<file path="config.mk">
export PLATFORM = sky130hd
export DESIGN_NAME = par_to_ser
export DESIGN_NICKNAME = d
export VERILOG_FILES = /design/src/rtl/par_to_ser_pkg.sv /design/src/rtl/par_to_ser.sv
export SDC_FILE = /design/constraint.sdc
export NUM_CORES = 1
export LEC_CHECK = 0
export CAP_MARGIN = 30
export CORE_ASPECT_RATIO = 0.9
export CORE_MARGIN = 2
export CORE_UTILIZATION = 32
export DETAILED_ROUTE_END_ITERATION = 10
export RECOVER_POWER = 50
export SKIP_LAST_GASP = 1
export SYNTH_ARGS = -nofsm -noshare
export SYNTH_HDL_FRONTEND = slang
export SYNTH_SLANG_ARGS = --single-unit
</file>
<file path="constraint.sdc">
create_clock -name clk -period 1.53 [get_ports clk]
set_clock_uncertainty 0.1 [all_clocks]
set_input_delay 0.153 -clock clk [delete_from_list [all_inputs] [get_ports clk]]
set_output_delay 0.153 -clock clk [all_outputs]
set_load 0.05 [all_outputs]
</file>
<file path="src/rtl/par_to_ser_pkg.sv">
// Shared definitions for the par_to_ser transmitter.
// Optional feature macro: PAR_TO_SER_PARITY_EN (appends an even-parity bit to each frame).
package par_to_ser_pkg;

    // Two-state FSM encoding.
    typedef enum logic {
        ST_IDLE  = 1'b0,
        ST_SHIFT = 1'b1
    } state_e;

    // Bits per frame on the serial line: data bits plus optional parity bit.
    function automatic int unsigned frame_len(input int unsigned data_width);
`ifdef PAR_TO_SER_PARITY_EN
        return data_width + 1;
`else
        return data_width;
`endif
    endfunction

    // Bit-counter width; wide enough to hold frame_len-1 in either build.
    function automatic int unsigned cnt_width(input int unsigned data_width);
        return $clog2(data_width + 1);
    endfunction

endpackage

</file>
<file path="src/rtl/par_to_ser.sv">
// Parallel-to-serial transmitter, MSB first, one bit per clock, zero-gap streaming.
// Optional feature macro: PAR_TO_SER_PARITY_EN (even-parity bit sent after the LSB).
module par_to_ser
    import par_to_ser_pkg::*;
#(
    parameter int unsigned DATA_WIDTH = 8
) (
    input  logic                  clk,
    input  logic                  reset_n,
    input  logic [DATA_WIDTH-1:0] in_data,
    input  logic                  in_valid,
    output logic                  in_ready,
    output logic                  ser_out,
    output logic                  ser_vld,
    output logic                  ser_last
);

    localparam int unsigned FrameLen = frame_len(DATA_WIDTH);
    localparam int unsigned CntW     = cnt_width(DATA_WIDTH);
    localparam logic [CntW-1:0] CntLoad = CntW'(FrameLen - 1);

    state_e                state_q, state_d;
    logic [FrameLen-1:0]   shreg_q, shreg_d;
    logic [CntW-1:0]       cnt_q, cnt_d;
    logic [FrameLen-1:0]   load_word;
    logic                  accept;

    // Frame image loaded on accept; parity (when present) rides in the LSB so it falls out last.
`ifdef PAR_TO_SER_PARITY_EN
    assign load_word = {in_data, ^in_data};
`else
    assign load_word = in_data;
`endif

    // Outputs decode registered state only; in_ready has no path from in_valid.
    assign ser_vld  = (state_q == ST_SHIFT);
    assign ser_last = ser_vld && (cnt_q == '0);
    assign ser_out  = ser_vld & shreg_q[FrameLen-1];
    assign in_ready = (state_q == ST_IDLE) || ser_last;
    assign accept   = in_valid && in_ready;

    // Next-state: load on accept, otherwise shift with zero fill and count down to zero.
    always_comb begin
        state_d = state_q;
        shreg_d = shreg_q;
        cnt_d   = cnt_q;
        unique case (state_q)
            ST_IDLE: begin
                if (accept) begin
                    state_d = ST_SHIFT;
                    shreg_d = load_word;
                    cnt_d   = CntLoad;
                end
            end
            ST_SHIFT: begin
                if (accept) begin
                    // Only reachable in the last-bit cycle: chain the next frame with no gap.
                    shreg_d = load_word;
                    cnt_d   = CntLoad;
                end else begin
                    shreg_d = {shreg_q[FrameLen-2:0], 1'b0};
                    if (cnt_q == '0) begin
                        state_d = ST_IDLE;
                    end else begin
                        cnt_d = cnt_q - CntW'(1);
                    end
                end
            end
            default: begin
                state_d = ST_IDLE;
            end
        endcase
    end

    // State registers; reset aborts any frame in progress.
    always_ff @(posedge clk or negedge reset_n) begin
        if (!reset_n) begin
            state_q <= ST_IDLE;
            shreg_q <= '0;
            cnt_q   <= '0;
        end else begin
            state_q <= state_d;
            shreg_q <= shreg_d;
            cnt_q   <= cnt_d;
        end
    end

endmodule

</file>
Word-level counts from Yosys, hierarchy flattened
Cells that the tools add are included.
{"block": "totals", "register_bits": 13, "wordCells": 24, "output_inout_bits": 4, "inputBits": 11}
{"block": "op_classes", "addsub": 1, "eq_ne": 2, "n_reduce_logical": 5, "mux": 11, "n_bitwise": 2}
{"cell": "8-bit two-way mux", "count": 2}
{"cell": "8-bit case mux with 2 select lines", "count": 1}
{"cell": "4-bit two-way mux", "count": 3}
{"cell": "4-bit case mux with 2 select lines", "count": 1}
{"cell": "4-bit logical NOT", "count": 1}
{"cell": "4-bit by 1-bit subtractor with 4-bit output, second input constant", "count": 1}
{"cell": "1-bit two-way mux", "count": 3}
{"cell": "3-bit != test, second input constant", "count": 1}
{"cell": "1-bit logical AND", "count": 2}
{"cell": "2-bit != test, second input constant", "count": 1}
{"cell": "1-bit case mux with 2 select lines", "count": 1}
{"cell": "2-bit AND reduction", "count": 1}
{"cell": "1-bit AND", "count": 1}
{"cell": "1-bit logical OR", "count": 1}
{"cell": "1-bit NOT", "count": 1}

Logic depth before layout (Yosys ltp)
Gate-level depths: netlist of the first run.
{"block": "logic_depth", "depth_word": 6, "mapped_depth": 6}

Worst setup path before layout of the first run
No wires, ideal clock.
{"block": "synth_timing", "kind": "register to output", "startpoint": "register state_q, in the netlist ser_vld", "endpoint": "output port ser_out", "arrival_time_ps": 1428, "required_ps": 1277, "path_buffers": 1, "path_slack_ps": -151, "path_stages_with_launch": 3, "cell_sequence": "dfrtp_1 buf_4 and2_1"}
{"block": "synth_via", "elab_chain_cells": 1}
{"element": "start: declaration", "line_no": "par_to_ser.sv:22", "source": "state_e state_q, state_d;"}
{"element": "start signal: assignment", "line_no": "par_to_ser.sv:82", "source": "state_q <= state_d;"}
{"element": "1-bit AND", "line_no": "par_to_ser.sv:38", "source": "assign ser_out = ser_vld & shreg_q[FrameLen-1];"}
{"element": "end: declaration", "line_no": "par_to_ser.sv:13", "source": "output logic ser_out,"}
Every way passes these cells.

Worst setup path after layout of the first run
{"block": "layout_timing", "startpoint": "register cnt_q[1]", "endpoint": "output port in_ready"}
{"block": "layout_via", "elab_chain_cells": 3}
{"element": "start: declaration", "line_no": "par_to_ser.sv:24", "source": "logic [CntW-1:0] cnt_q, cnt_d;"}
{"element": "start signal: assignment", "line_no": "par_to_ser.sv:84", "source": "cnt_q <= cnt_d;"}
{"element": "4-bit logical NOT", "line_no": "par_to_ser.sv:37", "source": "assign ser_last = ser_vld && (cnt_q == '0);"}
{"element": "1-bit logical AND", "line_no": "par_to_ser.sv:37"}
{"element": "1-bit logical OR", "line_no": "par_to_ser.sv:39", "source": "assign in_ready = (state_q == ST_IDLE) || ser_last;"}
{"element": "end: declaration", "line_no": "par_to_ser.sv:12", "source": "output logic in_ready,"}
Every way passes these cells.

==> key figures, run 1 <==
Logic synthesis
  • Leading cell types by count after synthesis: 13 x dfrtp_1, 9 x mux2i_1, 9 x nand2_1
  • Synth area leaders: dfrtp_1 46%, mux2i_1 13%, o221a_1 8.0%
  • Avg Cell Area, Syn: approximately 11 sq um
  • Most instantiated library cell after synthesis: dfrtp_1
  • Post-Syn Nets: 74
  • EDFF count, synth: 0
  • Synthesis warning total: 0
  • FF+latch count, synth: 13
  • Ys async rst share: 100.0%
  • Cell Area, Synth: a little over 700 sq um
  • Prevailing post-synth register cell: dfrtp_1
  • Area fraction of the dominant cell type after synthesis: 46.10%
  • Unique masters post-synth: 22
  • Mapped Cells: 62
  • Seq/Total Area, Yosys: 46.10%
  • Yosys top cell by area: dfrtp_1

GRT
  • Global route overflow: 0
  • Total track usage: approximately 16%
  • Global routing's busiest layer: met2
  • First-pass GRT wire length: between 3000 and 4000 microns
  • Grt met1 use: between 20 and 25%
  • Vias in the first global route: about 600
  • GR Layer Usage met2: 26.13%
  • GR Util met3: 6.173%
  • Initial antenna violation count: 0
  • Largest net degree at the start of global routing: 14

Power
  • Comb pwr share: 63.2%
  • Sequential share of power: a little over a quarter
  • Int Pwr: around 0.0014 W
  • IR drop worst, VDD: a little over 0.9 mV
  • Total power density per cell area: between 2000 and 2500 nW/um^2
  • Sw Pwr: a little under 0.0009 W
  • Clk pwr share: 9.7%
  • Switch share: roughly two fifths
  • Leakage: between 0.5 and 0.6 nW

Clock tree
  • Num CTS Buffers: 3
  • Clock slew at reported path FFs: 0.09 ns
  • # clock sinks: 13
  • Clock buffer depth: 2
  • CTS tree: done
  • CTS Root Cell: clkbuf_4
  • CTS Hold Bufs: 0
  • Htree depth: 1
  • Latest clock arrival within the worst-skew pair: around 0.28 ns

Setup path
  • Worst path arrival time: roughly 1.5 ns
  • CP max FO: 4
  • Required time worst endpoint: 1.28 ns
  • Critical Path Source Type: flop
  • Critical path class: flop to primary output
  • Critical Path Sink Type: primary output
  • R2R depth: 7

Detailed routing
  • Final ANT Viol Nets: 0
  • Vias per cell: roughly 5
  • DRT iter0 DRCs: 16
  • Routed length per instance: ~15 microns
  • Vias: approximately 600
  • # DRC: 0
  • Routed wire length: approximately 1800 microns
  • DR pass1 iterations: 4

STA
  • TNS Setup: -1.814 ns
  • RSZ-0062 raised after global routing: true
  • Final setup viols: 13
  • Worst Slack Setup Final: -0.2276 ns
  • Hold Vio Cnt, Final: 0
  • Max transition margin: roughly half
  • Final count of pins violating max slew: 0
  • Tmin final: ~1.8 ns
  • Tightest Pin Transition: between 0.7 and 0.8 ns
  • Fmax: approximately 0.57 GHz
  • Period utilization: 114.9%

Place
  • Placer congestion estimate: around 0.76
  • Dpl cell area: roughly 970 sq um
  • DP HPWL: between 1000 and 1500 microns
  • Cells after DPL: ~110
  • Port Buf Inserts: 14

Finish
  • Footprint of the multi-input gates: between 300 and 400 sq um
  • Core Util, Final: between 50 and 60%
  • Area delta synth->final: 60.28%
  • Final net count: roughly 110
  • Cell area after layout: 1131 sq um
  • Diodes inserted: 0
  • Layout fillers: between 150 and 200
  • Share of post-route cells with drive strength above 1: 34.78%
  • Final cell count without fillers: approximately 120
  • Sequential cell area: about 330 sq um

Die
  • Die area: around 2600 sq um
  • I/O pins: 15
  • Die X: 53.50 microns
  • Starting Density: between 30% and 40%
  • Site Rows: 16
  • Core area: approximately 2100 sq um
  • Die Y: a little under 50 microns

Run status
  • Failing checks: setup timing
  • Status: finished with violations

Min path
  • Hold Crit Class: input port to async pin

Flow run
  • Max-cap violations: 0
## path summary, 6_finish.rpt
path | end | slack [ns] | startpoint
worst max register to register | shreg_q[5] | -0.16 | cnt_q[1]
max in group asynchronous | ser_vld | 0.48 | reset_n
min in group clk | shreg_q[6] | 0.41 | in_data[6]
worst min register to register | shreg_q[0] | 0.49 | shreg_q[0]
worst max-delay path | in_ready | -0.23 | cnt_q[1]
worst min-delay path | cnt_q[2] | 0.33 | reset_n
## layout make-up
cell class,instances,share of cell area (%)
Clock buffer,4,2.323
Inverter,5,1.659
Multi-Input combinational cell,42,34.96
Sequential cell,13,28.87
Tap cell,27,2.987
Timing Repair Buffer,28,29.20
## power groups by stage
stage / combinational (W) / clock [W] / sequential [W]
after floorplan: 0.000684 / 0 / 0.000621
after global placement: 0.00103 / 0 / 0.000607
after detailed placement: 0.00105 / 0 / 0.000609
after CTS: 0.00136 / 0.000232 / 0.000608
after global routing: 0.00153 / 0.000251 / 0.000636
final: 0.00143 / 0.000220 / 0.000614
## registers in the layout (all words and copies together), names as in the netlist
| signal | flops |
|---|---|
| ser_vld | 1 |
| cnt_q | 4 |
| shreg_q | 8 |
## metal layers
| layer | part of all wire (%) | up-vias | routed length (microns) |
|---|---|---|---|
| met5 | 0 | - | 0 |
| met1 | 44 | 294 | 817 |
| met4 | 0 | 0 | 0 |
| li1 | - | 291 | - |
| met3 | 4.6 | 0 | 85 |
| met2 | 51 | 11 | 939 |
## critical path: stages (launching register included)
cell and delay (ns):
dfrtp_1 0.39, inv_2 0.08, ha_4 0.13, nor3b_4 0.26, nand2b_4 0.22, buf_12 0.14
## placed cells by master (no fill, tap or decap)
master	instances
dfrtp_1	12
mux2i_1	9
clkdlybuf4s50_1	9
buf_4	9
nand2_1	8
buf_12	6
o221a_1	5
inv_1	3
nor2_1	3
clkbuf_4	3
inv_2	2
o21ai_0	2
o221a_4	2
clkbuf_1	2
nor3b_4	1
nand2b_4	1
and2_1	1
nand2_2	1
and2_4	1
o211a_1	1
a2bb2oi_1	1
a211oi_1	1
a31oi_4	1
o21ai_4	1
nor3_1	1
a32o_1	1
ha_4	1
buf_16	1
dlygate4sd3_1	1
buf_6	1
dfrtp_2	1
## metrics by stage
stage / setup slack (ns) / hold slack [ns] / power [W]
2_1_floorplan: 0.01486 / -0.2426 / 0.001305
3_3_place_gp: 0.02881 / 0.3815 / 0.001634
3_5_place_dp: -0.01446 / 0.3828 / 0.001663
4_1_cts: -0.1946 / 0.07014 / 0.002202
5_1_grt: -0.3177 / 0.3840 / 0.002418
6_report: -0.2276 / 0.3316 / 0.002267
## what timing repair did
| item | in CTS | in global routing |
|---|---|---|
| resized for setup | 9 | 4 |
| pin swaps | 3 | 7 |
| setup buffers | 4 | 3 |
| setup endpoints to repair | 8 | 13 |
| cloned | 1 | 0 |
| hold endpoints to repair | 0 | 0 |
## cell families after synthesis
family / share of synthesized area, %
AO/OA/AOI/OAI: 19.86
adder cells (fa/ha/maj): 1.773
buffers and inverters: 5.851
flip-flops: 46.10
multiplexers: 12.77
AND/OR/NAND/NOR: 13.65
No activity file was read; power rests on OpenSTA's default activity.
==> run 2, diff against run 1 <==
--- a/config.mk
+++ b/config.mk
@@ -5,7 +5,7 @@
 export SDC_FILE = /design/constraint.sdc
 export NUM_CORES = 1
 export LEC_CHECK = 0
-export CAP_MARGIN = 30
+export CAP_MARGIN = 20
 export CORE_ASPECT_RATIO = 0.9
 export CORE_MARGIN = 2
 export CORE_UTILIZATION = 32
==> results of run 2 <==
No change in the layout: final DEF, timing and power equal those of run 1.
==> run 3, diff against run 2 <==
--- a/config.mk
+++ b/config.mk
@@ -10,6 +10,7 @@
 export CORE_MARGIN = 2
 export CORE_UTILIZATION = 32
 export DETAILED_ROUTE_END_ITERATION = 10
+export GPL_ROUTABILITY_DRIVEN = 0
 export RECOVER_POWER = 50
 export SKIP_LAST_GASP = 1
 export SYNTH_ARGS = -nofsm -noshare
==> results of run 3 <==
No change in the layout: final DEF, timing and power equal those of run 1.
